--- config.mk ---
export PLATFORM = sky130hd
export DESIGN_NAME = ioctl_dl_router_flat
export DESIGN_NICKNAME = d
export VERILOG_FILES = /design/src/rtl/ioctl_dl_router_if.sv /design/src/rtl/ioctl_dl_router.sv /design/src/flat_wrapper.sv
export SDC_FILE = /design/constraint.sdc
export NUM_CORES = 1
export LEC_CHECK = 0
export BUFFER_PORTS_ARGS = -buffer_cell sky130_fd_sc_hd__buf_2
export CAP_MARGIN = 20
export CORE_MARGIN = 2
export CORE_UTILIZATION = 58
export DETAILED_ROUTE_END_ITERATION = 16
export PLACE_DENSITY = 0.82
export SLEW_MARGIN = 20
export SYNTH_ARGS = -nofsm -noshare
export SYNTH_HDL_FRONTEND = slang
export SYNTH_SLANG_ARGS = --single-unit
--- constraint.sdc ---
create_clock -name clk_sys -period 6.3 [get_ports clk_sys]
set_input_delay 0.315 -clock clk_sys [delete_from_list [all_inputs] [get_ports clk_sys]]
set_output_delay 0.315 -clock clk_sys [all_outputs]
set_load 0.02 [all_outputs]
--- src/rtl/ioctl_dl_router_if.sv ---
// Download bus between hps_io, ioctl_dl_router and the machine targets.
// The master modport is the hps_io/target side; the slave modport is the router.
interface ioctl_dl_router_if #(
  parameter int NSLOTS = 4,
  parameter int AW     = 16,
  parameter int DW     = 8
) ();
  localparam int SW = (NSLOTS > 1) ? $clog2(NSLOTS) : 1;

  logic              ioctl_download;
  logic              ioctl_wr;
  logic [AW-1:0]     ioctl_addr;
  logic [DW-1:0]     ioctl_dout;
  logic [7:0]        ioctl_index;
  logic              ioctl_wait;
  logic              dn_wr;
  logic              dn_ready;
  logic [AW-1:0]     dn_addr;
  logic [DW-1:0]     dn_data;
  logic [SW-1:0]     dn_slot;
  logic [NSLOTS-1:0] slot_active;
  logic [NSLOTS-1:0] slot_done;
  logic [AW:0]       dn_len;
  logic              bad_index;
  logic              overflow;
  logic              core_reset;

  modport master (
    output ioctl_download, ioctl_wr, ioctl_addr, ioctl_dout, ioctl_index, dn_ready,
    input  ioctl_wait, dn_wr, dn_addr, dn_data, dn_slot, slot_active, slot_done,
           dn_len, bad_index, overflow, core_reset
  );

  modport slave (
    input  ioctl_download, ioctl_wr, ioctl_addr, ioctl_dout, ioctl_index, dn_ready,
    output ioctl_wait, dn_wr, dn_addr, dn_data, dn_slot, slot_active, slot_done,
           dn_len, bad_index, overflow, core_reset
  );
endinterface

--- src/rtl/ioctl_dl_router.sv ---
// Steers the hps_io download byte stream through a FWFT FIFO to one of NSLOTS targets,
// reporting per-slot completion/length and holding the core in reset around ROM loads.
module ioctl_dl_router #(
  parameter int NSLOTS     = 4,
  parameter int AW         = 16,
  parameter int DW         = 8,
  parameter int FIFO_DEPTH = 8,
  parameter int ROM_INDEX  = 0,
  parameter int RESET_HOLD = 16
) (
  input logic             clk_sys,
  input logic             reset,
  ioctl_dl_router_if.slave bus
);
  localparam int SW = (NSLOTS > 1) ? $clog2(NSLOTS) : 1;
  localparam int PW = $clog2(FIFO_DEPTH);
  localparam int HW = (RESET_HOLD > 1) ? $clog2(RESET_HOLD) : 1;

  localparam logic [1:0] S_IDLE   = 2'd0;
  localparam logic [1:0] S_ACTIVE = 2'd1;
  localparam logic [1:0] S_DRAIN  = 2'd2;
  localparam logic [1:0] S_HOLD   = 2'd3;

  localparam logic [PW:0]   FULL_LVL  = (PW+1)'(FIFO_DEPTH);
  localparam logic [PW:0]   WAIT_LVL  = (PW+1)'(FIFO_DEPTH - 2);
  localparam logic [AW:0]   CNT_MAX   = {1'b1, {AW{1'b0}}};
  localparam logic [HW-1:0] HOLD_LAST = HW'(RESET_HOLD - 1);
  localparam logic [8:0]    NSLOTS_W  = 9'(NSLOTS);
  localparam logic [7:0]    ROM_W     = 8'(ROM_INDEX);

  logic [1:0]        state_q, state_d;
  logic [7:0]        curIdx_q, curIdx_d;
  logic [7:0]        pendIdx_q, pendIdx_d;
  logic              pend_q, pend_d;
  logic              dlPrev_q;
  logic [AW:0]       byteCnt_q, byteCnt_d;
  logic [HW-1:0]     holdCnt_q, holdCnt_d;
  logic              badIndex_q, badIndex_d;
  logic              overflow_q;
  logic [NSLOTS-1:0] slotDone_q;
  logic [AW:0]       dnLen_q;
  logic              coreReset_q, coreReset_d;

  logic [AW-1:0] memAddr [FIFO_DEPTH];
  logic [DW-1:0] memData [FIFO_DEPTH];
  logic [SW-1:0] memSlot [FIFO_DEPTH];
  logic [PW-1:0] wrPtr_q, rdPtr_q;
  logic [PW:0]   count_q;

  logic              rise, validSlot, isRom, full, pop, wrAttempt, push, ovfl;
  logic              doneNow, startNow;
  logic [7:0]        startIdx;
  logic [NSLOTS-1:0] slotOneHot;

  assign rise      = bus.ioctl_download && !dlPrev_q;
  assign validSlot = {1'b0, curIdx_q} < NSLOTS_W;
  assign isRom     = curIdx_q == ROM_W;
  assign full      = count_q == FULL_LVL;
  assign pop       = (count_q != '0) && bus.dn_ready;
  assign wrAttempt = (state_q == S_ACTIVE) && bus.ioctl_wr && validSlot;
  // A push into a full FIFO is legal when the head leaves in the same cycle.
  assign push      = wrAttempt && (!full || pop);
  assign ovfl      = wrAttempt && full && !pop;

  always_comb begin
    slotOneHot = '0;
    for (int i = 0; i < NSLOTS; i++) slotOneHot[i] = ({1'b0, curIdx_q} == 9'(i));
  end

  always_comb begin
    state_d    = state_q;
    curIdx_d   = curIdx_q;
    pendIdx_d  = pendIdx_q;
    pend_d     = pend_q;
    byteCnt_d  = byteCnt_q;
    holdCnt_d  = holdCnt_q;
    badIndex_d = badIndex_q;
    doneNow    = 1'b0;
    startNow   = 1'b0;
    startIdx   = bus.ioctl_index;
    case (state_q)
      S_IDLE: begin
        if (rise) startNow = 1'b1;
      end
      S_ACTIVE: begin
        if (push && byteCnt_q != CNT_MAX) byteCnt_d = byteCnt_q + (AW+1)'(1);
        if (!bus.ioctl_download) state_d = S_DRAIN;
      end
      S_DRAIN: begin
        if (rise) begin
          pend_d    = 1'b1;
          pendIdx_d = bus.ioctl_index;
        end
        if (count_q == '0) begin
          state_d   = S_HOLD;
          holdCnt_d = '0;
          doneNow   = 1'b1;
        end
      end
      default: begin
        if (rise && !pend_q) begin
          pend_d    = 1'b1;
          pendIdx_d = bus.ioctl_index;
        end
        if (!isRom || holdCnt_q == HOLD_LAST) begin
          if (pend_q || rise) begin
            startNow = 1'b1;
            startIdx = pend_q ? pendIdx_q : bus.ioctl_index;
          end else begin
            state_d = S_IDLE;
          end
        end else begin
          holdCnt_d = holdCnt_q + HW'(1);
        end
      end
    endcase
    if (startNow) begin
      state_d   = S_ACTIVE;
      curIdx_d  = startIdx;
      pend_d    = 1'b0;
      byteCnt_d = '0;
      if ({1'b0, startIdx} >= NSLOTS_W) badIndex_d = 1'b1;
    end
    coreReset_d = (state_d != S_IDLE) && (curIdx_d == ROM_W);
  end

  always_ff @(posedge clk_sys or posedge reset) begin
    if (reset) begin
      state_q     <= S_IDLE;
      curIdx_q    <= '0;
      pendIdx_q   <= '0;
      pend_q      <= 1'b0;
      dlPrev_q    <= 1'b0;
      byteCnt_q   <= '0;
      holdCnt_q   <= '0;
      badIndex_q  <= 1'b0;
      overflow_q  <= 1'b0;
      slotDone_q  <= '0;
      dnLen_q     <= '0;
      coreReset_q <= 1'b0;
      wrPtr_q     <= '0;
      rdPtr_q     <= '0;
      count_q     <= '0;
    end else begin
      state_q     <= state_d;
      curIdx_q    <= curIdx_d;
      pendIdx_q   <= pendIdx_d;
      pend_q      <= pend_d;
      dlPrev_q    <= bus.ioctl_download;
      byteCnt_q   <= byteCnt_d;
      holdCnt_q   <= holdCnt_d;
      badIndex_q  <= badIndex_d;
      overflow_q  <= overflow_q | ovfl;
      slotDone_q  <= doneNow ? slotOneHot : '0;
      coreReset_q <= coreReset_d;
      if (doneNow && validSlot) dnLen_q <= byteCnt_q;
      if (push) wrPtr_q <= wrPtr_q + PW'(1);
      if (pop)  rdPtr_q <= rdPtr_q + PW'(1);
      if (push && !pop)      count_q <= count_q + (PW+1)'(1);
      else if (!push && pop) count_q <= count_q - (PW+1)'(1);
    end
  end

  always_ff @(posedge clk_sys) begin
    if (push) begin
      memAddr[wrPtr_q] <= bus.ioctl_addr;
      memData[wrPtr_q] <= bus.ioctl_dout;
      memSlot[wrPtr_q] <= curIdx_q[SW-1:0];
    end
  end

  assign bus.dn_wr       = count_q != '0;
  assign bus.dn_addr     = memAddr[rdPtr_q];
  assign bus.dn_data     = memData[rdPtr_q];
  assign bus.dn_slot     = memSlot[rdPtr_q];
  assign bus.ioctl_wait  = (count_q >= WAIT_LVL) || (state_q == S_DRAIN) || (state_q == S_HOLD);
  assign bus.slot_active = ((state_q == S_ACTIVE) || (state_q == S_DRAIN)) ? slotOneHot : '0;
  assign bus.slot_done   = slotDone_q;
  assign bus.dn_len      = dnLen_q;
  assign bus.bad_index   = badIndex_q;
  assign bus.overflow    = overflow_q;
  assign bus.core_reset  = coreReset_q;
endmodule

--- src/flat_wrapper.sv ---
// flat-port wrapper written by rule: the top's interface ports become plain ports
module ioctl_dl_router_flat 
#(
  parameter int NSLOTS     = 4,
  parameter int AW         = 16,
  parameter int DW         = 8,
  parameter int FIFO_DEPTH = 8,
  parameter int ROM_INDEX  = 0,
  parameter int RESET_HOLD = 16
)
  (clk_sys, reset, bus_ioctl_download, bus_ioctl_wr, bus_ioctl_addr, bus_ioctl_dout, bus_ioctl_index, bus_dn_ready, bus_ioctl_wait, bus_dn_wr, bus_dn_addr, bus_dn_data, bus_dn_slot, bus_slot_active, bus_slot_done, bus_dn_len, bus_bad_index, bus_overflow, bus_core_reset);
  ioctl_dl_router_if #(.NSLOTS(NSLOTS), .AW(AW), .DW(DW)) bus_i ();
  input logic clk_sys;
  input logic reset;
  input wire logic [$bits(bus_i.ioctl_download)-1:0] bus_ioctl_download;
  input wire logic [$bits(bus_i.ioctl_wr)-1:0] bus_ioctl_wr;
  input wire logic [$bits(bus_i.ioctl_addr)-1:0] bus_ioctl_addr;
  input wire logic [$bits(bus_i.ioctl_dout)-1:0] bus_ioctl_dout;
  input wire logic [$bits(bus_i.ioctl_index)-1:0] bus_ioctl_index;
  input wire logic [$bits(bus_i.dn_ready)-1:0] bus_dn_ready;
  output wire logic [$bits(bus_i.ioctl_wait)-1:0] bus_ioctl_wait;
  output wire logic [$bits(bus_i.dn_wr)-1:0] bus_dn_wr;
  output wire logic [$bits(bus_i.dn_addr)-1:0] bus_dn_addr;
  output wire logic [$bits(bus_i.dn_data)-1:0] bus_dn_data;
  output wire logic [$bits(bus_i.dn_slot)-1:0] bus_dn_slot;
  output wire logic [$bits(bus_i.slot_active)-1:0] bus_slot_active;
  output wire logic [$bits(bus_i.slot_done)-1:0] bus_slot_done;
  output wire logic [$bits(bus_i.dn_len)-1:0] bus_dn_len;
  output wire logic [$bits(bus_i.bad_index)-1:0] bus_bad_index;
  output wire logic [$bits(bus_i.overflow)-1:0] bus_overflow;
  output wire logic [$bits(bus_i.core_reset)-1:0] bus_core_reset;
  assign bus_i.ioctl_download = bus_ioctl_download;
  assign bus_i.ioctl_wr = bus_ioctl_wr;
  assign bus_i.ioctl_addr = bus_ioctl_addr;
  assign bus_i.ioctl_dout = bus_ioctl_dout;
  assign bus_i.ioctl_index = bus_ioctl_index;
  assign bus_i.dn_ready = bus_dn_ready;
  assign bus_ioctl_wait = bus_i.ioctl_wait;
  assign bus_dn_wr = bus_i.dn_wr;
  assign bus_dn_addr = bus_i.dn_addr;
  assign bus_dn_data = bus_i.dn_data;
  assign bus_dn_slot = bus_i.dn_slot;
  assign bus_slot_active = bus_i.slot_active;
  assign bus_slot_done = bus_i.slot_done;
  assign bus_dn_len = bus_i.dn_len;
  assign bus_bad_index = bus_i.bad_index;
  assign bus_overflow = bus_i.overflow;
  assign bus_core_reset = bus_i.core_reset;
  ioctl_dl_router #(.NSLOTS(NSLOTS), .AW(AW), .DW(DW), .FIFO_DEPTH(FIFO_DEPTH), .ROM_INDEX(ROM_INDEX), .RESET_HOLD(RESET_HOLD)) u_core (.clk_sys(clk_sys), .reset(reset), .bus(bus_i));
endmodule
==> flow_metrics.env <==
export IMPL_ys_types=58
export IMPL_hold_path_class="in2async"
export IMPL_crit_path_max_fanout=26
export IMPL_initial_antenna_violation_count=1
export IMPL_gr_total_overflow=0
export IMPL_reg2regPathDepth=7
export IMPL_synth_async_reset_ratio_pct=26.50
export IMPL_final_setup_viol_count=0
export IMPL_netlist_area_um2=11570
export IMPL_worstReg2RegStart="u_core.state_q[1]$_DFF_PP0_"
export IMPL_pre_antenna_drt_iters=5
export IMPL_flow_area_growth_from_synthesis_pct=14.74
export IMPL_die_x_um=145.3
export IMPL_timing_slew_headroom_pct=33.91
export IMPL_grt_start_max_net_pins=76
export IMPL_cp_data_required_time_ns=6.46
export IMPL_place_area_um2=12360
export IMPL_worstPathArrival_ns=3.33
export IMPL_synth_enable_flop_cells=208
export IMPL_buffer_ports_inserted=92
export IMPL_cts_max_path_buffers=3
export IMPL_place_detailed_hpwl_um=13450
export IMPL_tritoncts_num_buffers=29
export IMPL_mappedNetlistNets=717
export IMPL_grtUsageMet2_pct=39.08
export IMPL_power_density_cell_area_nw_per_um2=409.3
export IMPL_r2r_slack_ns=3.14
export IMPL_maxSlewViolCount=0
export IMPL_fin_worst_skew_ns=0.01618
export IMPL_route_detailed_wl_per_inst_um=21.96
export IMPL_timing_critical_path_cells="inv_1 -> ha_1 -> and4_1 -> nand2_1 -> inv_1 -> nand2_1 -> nor2_4"
export IMPL_maxCapViolations=0
export IMPL_global_route_wire_length_before_repair_um=36340
export IMPL_fin_nets=824
export IMPL_synth_seq_area_share_pct=70.19
export IMPL_max_freq_mhz=316.0
export IMPL_slowest_stage="nor2_4"
export IMPL_worst_path_largest_cell_delay_ns=0.84
export IMPL_clock_sinks=283
export IMPL_synthCells=665
export IMPL_tns_ns=0
export IMPL_placeableCoreArea_um2=19530
export IMPL_final_core_utilization_pct=68.00
export IMPL_cells_after_dpl=1004
export IMPL_cts_repair_resized=0
export IMPL_cts_root_buffer="clkbuf_16"
export IMPL_run_status="finished clean"
export IMPL_final_layout_size_suffix_gt1_share_pct=34.21
export IMPL_worst_r2r_endpoint="u_core.memData[5][7]$_DFFE_PP_"
export IMPL_detail_route_vias_per_cell=5.959
export IMPL_cts_reportedPaths_clkPinSlew_ns=0.06
export IMPL_power_leakage_nw=4.854
export IMPL_gp_routability_congestion=0.8215
export IMPL_grt_use_met3_pct=3.774
export IMPL_drt_iter0_markers=437
export IMPL_met1_usage_pct=28.14
export IMPL_mostFrequentLayoutCell="edfxtp_1"
export IMPL_cts_tree="built"
export IMPL_layout_cells_non_filler=1061
export IMPL_final_area_um2=13280
export IMPL_std_cell_rows=51
export IMPL_ant_nets=0
export IMPL_clkLatencyLatePin_ns=0.56
export IMPL_synthFlopType="edfxtp_1"
export IMPL_post_route_period_util_pct=50.23
export IMPL_drc=0
export IMPL_worst_ir_drop_vdd_mv=0.3033
export IMPL_timing_worst_setup_path_type="reg2reg"
export IMPL_starting_density_of_the_core_pct=59.27
export IMPL_grt_setup_unrepaired="false"
export IMPL_groute_usage_overall_pct=22.15
export IMPL_h_tree_depth=1
export IMPL_dieHeight_um=145.3
export IMPL_wirelength_um=23300
export IMPL_ffs_latches_synth=283
export IMPL_number_of_global_route_vias_before_repair=6689
export IMPL_critical_path_endpoint_type="flip-flop"
export IMPL_design_portCount=93
export IMPL_synth_area_per_cell_um2=17.40
export IMPL_min_period_ns=3.165
export IMPL_post_cts_setup_buffers=0
export IMPL_max_slew_worst_pin_slew_ns=0.9891
export IMPL_commonest_cells_after_routing_fill_and_taps_aside="edfxtp_1 (208), buf_2 (92), dfrtp_1 (73), mux4_2 (52), mux2_2 (50)"
export IMPL_ys_warnings_count=0
export IMPL_startpoint_type_of_the_worst_setup_path="flip-flop"
export IMPL_grt_busiest_layer="met2"
export IMPL_die_area_um2=21100
export IMPL_routed_via_count=6322
export IMPL_finalHoldViolations=0
export IMPL_num_fill_cells=1289
## repair_timing
| action | in CTS | in global routing |
|---|---|---|
| hold buffers | 1 | 0 |
| setup endpoints to repair | 0 | 0 |
| endpoints found under the hold margin | 1 | 0 |
## logic make-up after synthesis
| group | Yosys count | synth area share, % |
|---|---|---|
| simple gates | 133 | 6.260 |
| mux | 112 | 15.85 |
| buf+inv | 42 | 1.611 |
| fa+ha+maj | 15 | 1.687 |
| compound gates | 69 | 3.568 |
| flops | 283 | 70.19 |
| xor+xnor | 11 | 0.8326 |
## synthesized netlist by cell type (3+ instances only)
cell	n	area, um2
nand2b_1	5	31.28
buf_2	10	50.05
o21ai_0	28	140.1
mux2i_1	10	100.1
a21oi_1	20	100.1
clkbuf_1	12	45.04
ha_1	14	175.2
dfrtp_1	75	1877
buf_1	3	11.26
or4_1	4	30.03
nand4_1	3	18.77
xnor2_1	8	70.07
a21o_1	3	22.52
or3_2	3	22.52
inv_1	14	52.55
nor4b_1	3	26.28
nor2_1	28	105.1
mux4_2	52	1171
mux2_2	50	563.0
or3_1	8	50.05
xor2_1	3	26.28
or2_2	3	18.77
nor3_1	10	50.05
nand2_1	36	135.1
nand3_1	10	50.05
nor4_1	6	37.54
edfxtp_1	208	6246
## layer usage
layer	vias to the layer above	routed length (um)
met3	60	1257
met1	3199	9145
met2	247	12130
met4	0	774
li1	2816	-
met5	-	0
## critical path, delay by kind of cell (launching register included)
kind          cells  cell delay, ns
buf+inv           2            0.34
flops             1            0.45
fa+ha+maj         1            0.23
simple gates      4            1.75
## layout make-up
class,count,area (um2),area share (%)
Multi-Input combinational cell,340,3312,24.94
Sequential cell,283,8128,61.21
Inverter,14,52.55,0.3958
Tap cell,265,331.6,2.497
Antenna cell,1,2.502,0.01885
Clock inverter,15,95.09,0.7162
Timing Repair Buffer,104,573.1,4.316
Clock buffer,39,783.3,5.899
## how the worst max path moves through the flow
| stage | from | slack [ns] | cells past startpoint | endpoint |
|---|---|---|---|---|
| after detailed placement | u_core.curIdx_q[7]$_DFF_PP0_ | 3.12 | 6 | u_core.memAddr[5][1]$_DFFE_PP_ |
| after CTS | u_core.rdPtr_q[0]$_DFFE_PP0N_ | 3.06 | 3 | bus_dn_data[5] |
| after floorplan | u_core.curIdx_q[7]$_DFF_PP0_ | 2.05 | 5 | u_core.memAddr[0][0]$_DFFE_PP_ |
| final | u_core.state_q[1]$_DFF_PP0_ | 3.14 | 7 | u_core.memData[5][7]$_DFFE_PP_ |
| after global routing | u_core.curIdx_q[7]$_DFF_PP0_ | 2.93 | 6 | u_core.memSlot[5][0]$_DFFE_PP_ |
| after global placement | u_core.curIdx_q[7]$_DFF_PP0_ | 3.24 | 6 | u_core.memAddr[5][0]$_DFFE_PP_ |
## registers in the layout, indices dropped and copies added (netlist names), 4 cells and up
register / count
u_core.curIdx_q: 8
u_core.bus.dn_len: 17
u_core.byteCnt_q: 17
u_core.pendIdx_q: 8
u_core.memAddr: 128
u_core.count_q: 4
u_core.bus.slot_done: 4
u_core.memData: 64
u_core.memSlot: 16
u_core.holdCnt_q: 4
## stage by stage
step                power [mW]  setup slack [ns]  hold slack (ns)
detailed placement       3.870             3.116           0.4544
global route             5.668             2.925          0.02675
CTS                      5.448             3.064          0.01437
finish                   5.435             3.135          0.02878
global placement         3.800             3.239           0.4461
floorplan                3.462             2.053           0.3464
## report_power, final
group	internal [mW]	leakage, nW	switching [mW]
logic	0.734	1.58	0.825
clock network	0.877	0.433	0.690
registers	2.14	2.84	0.171
total	3.75	4.85	1.69
Power figures use the tool's default switching activity.
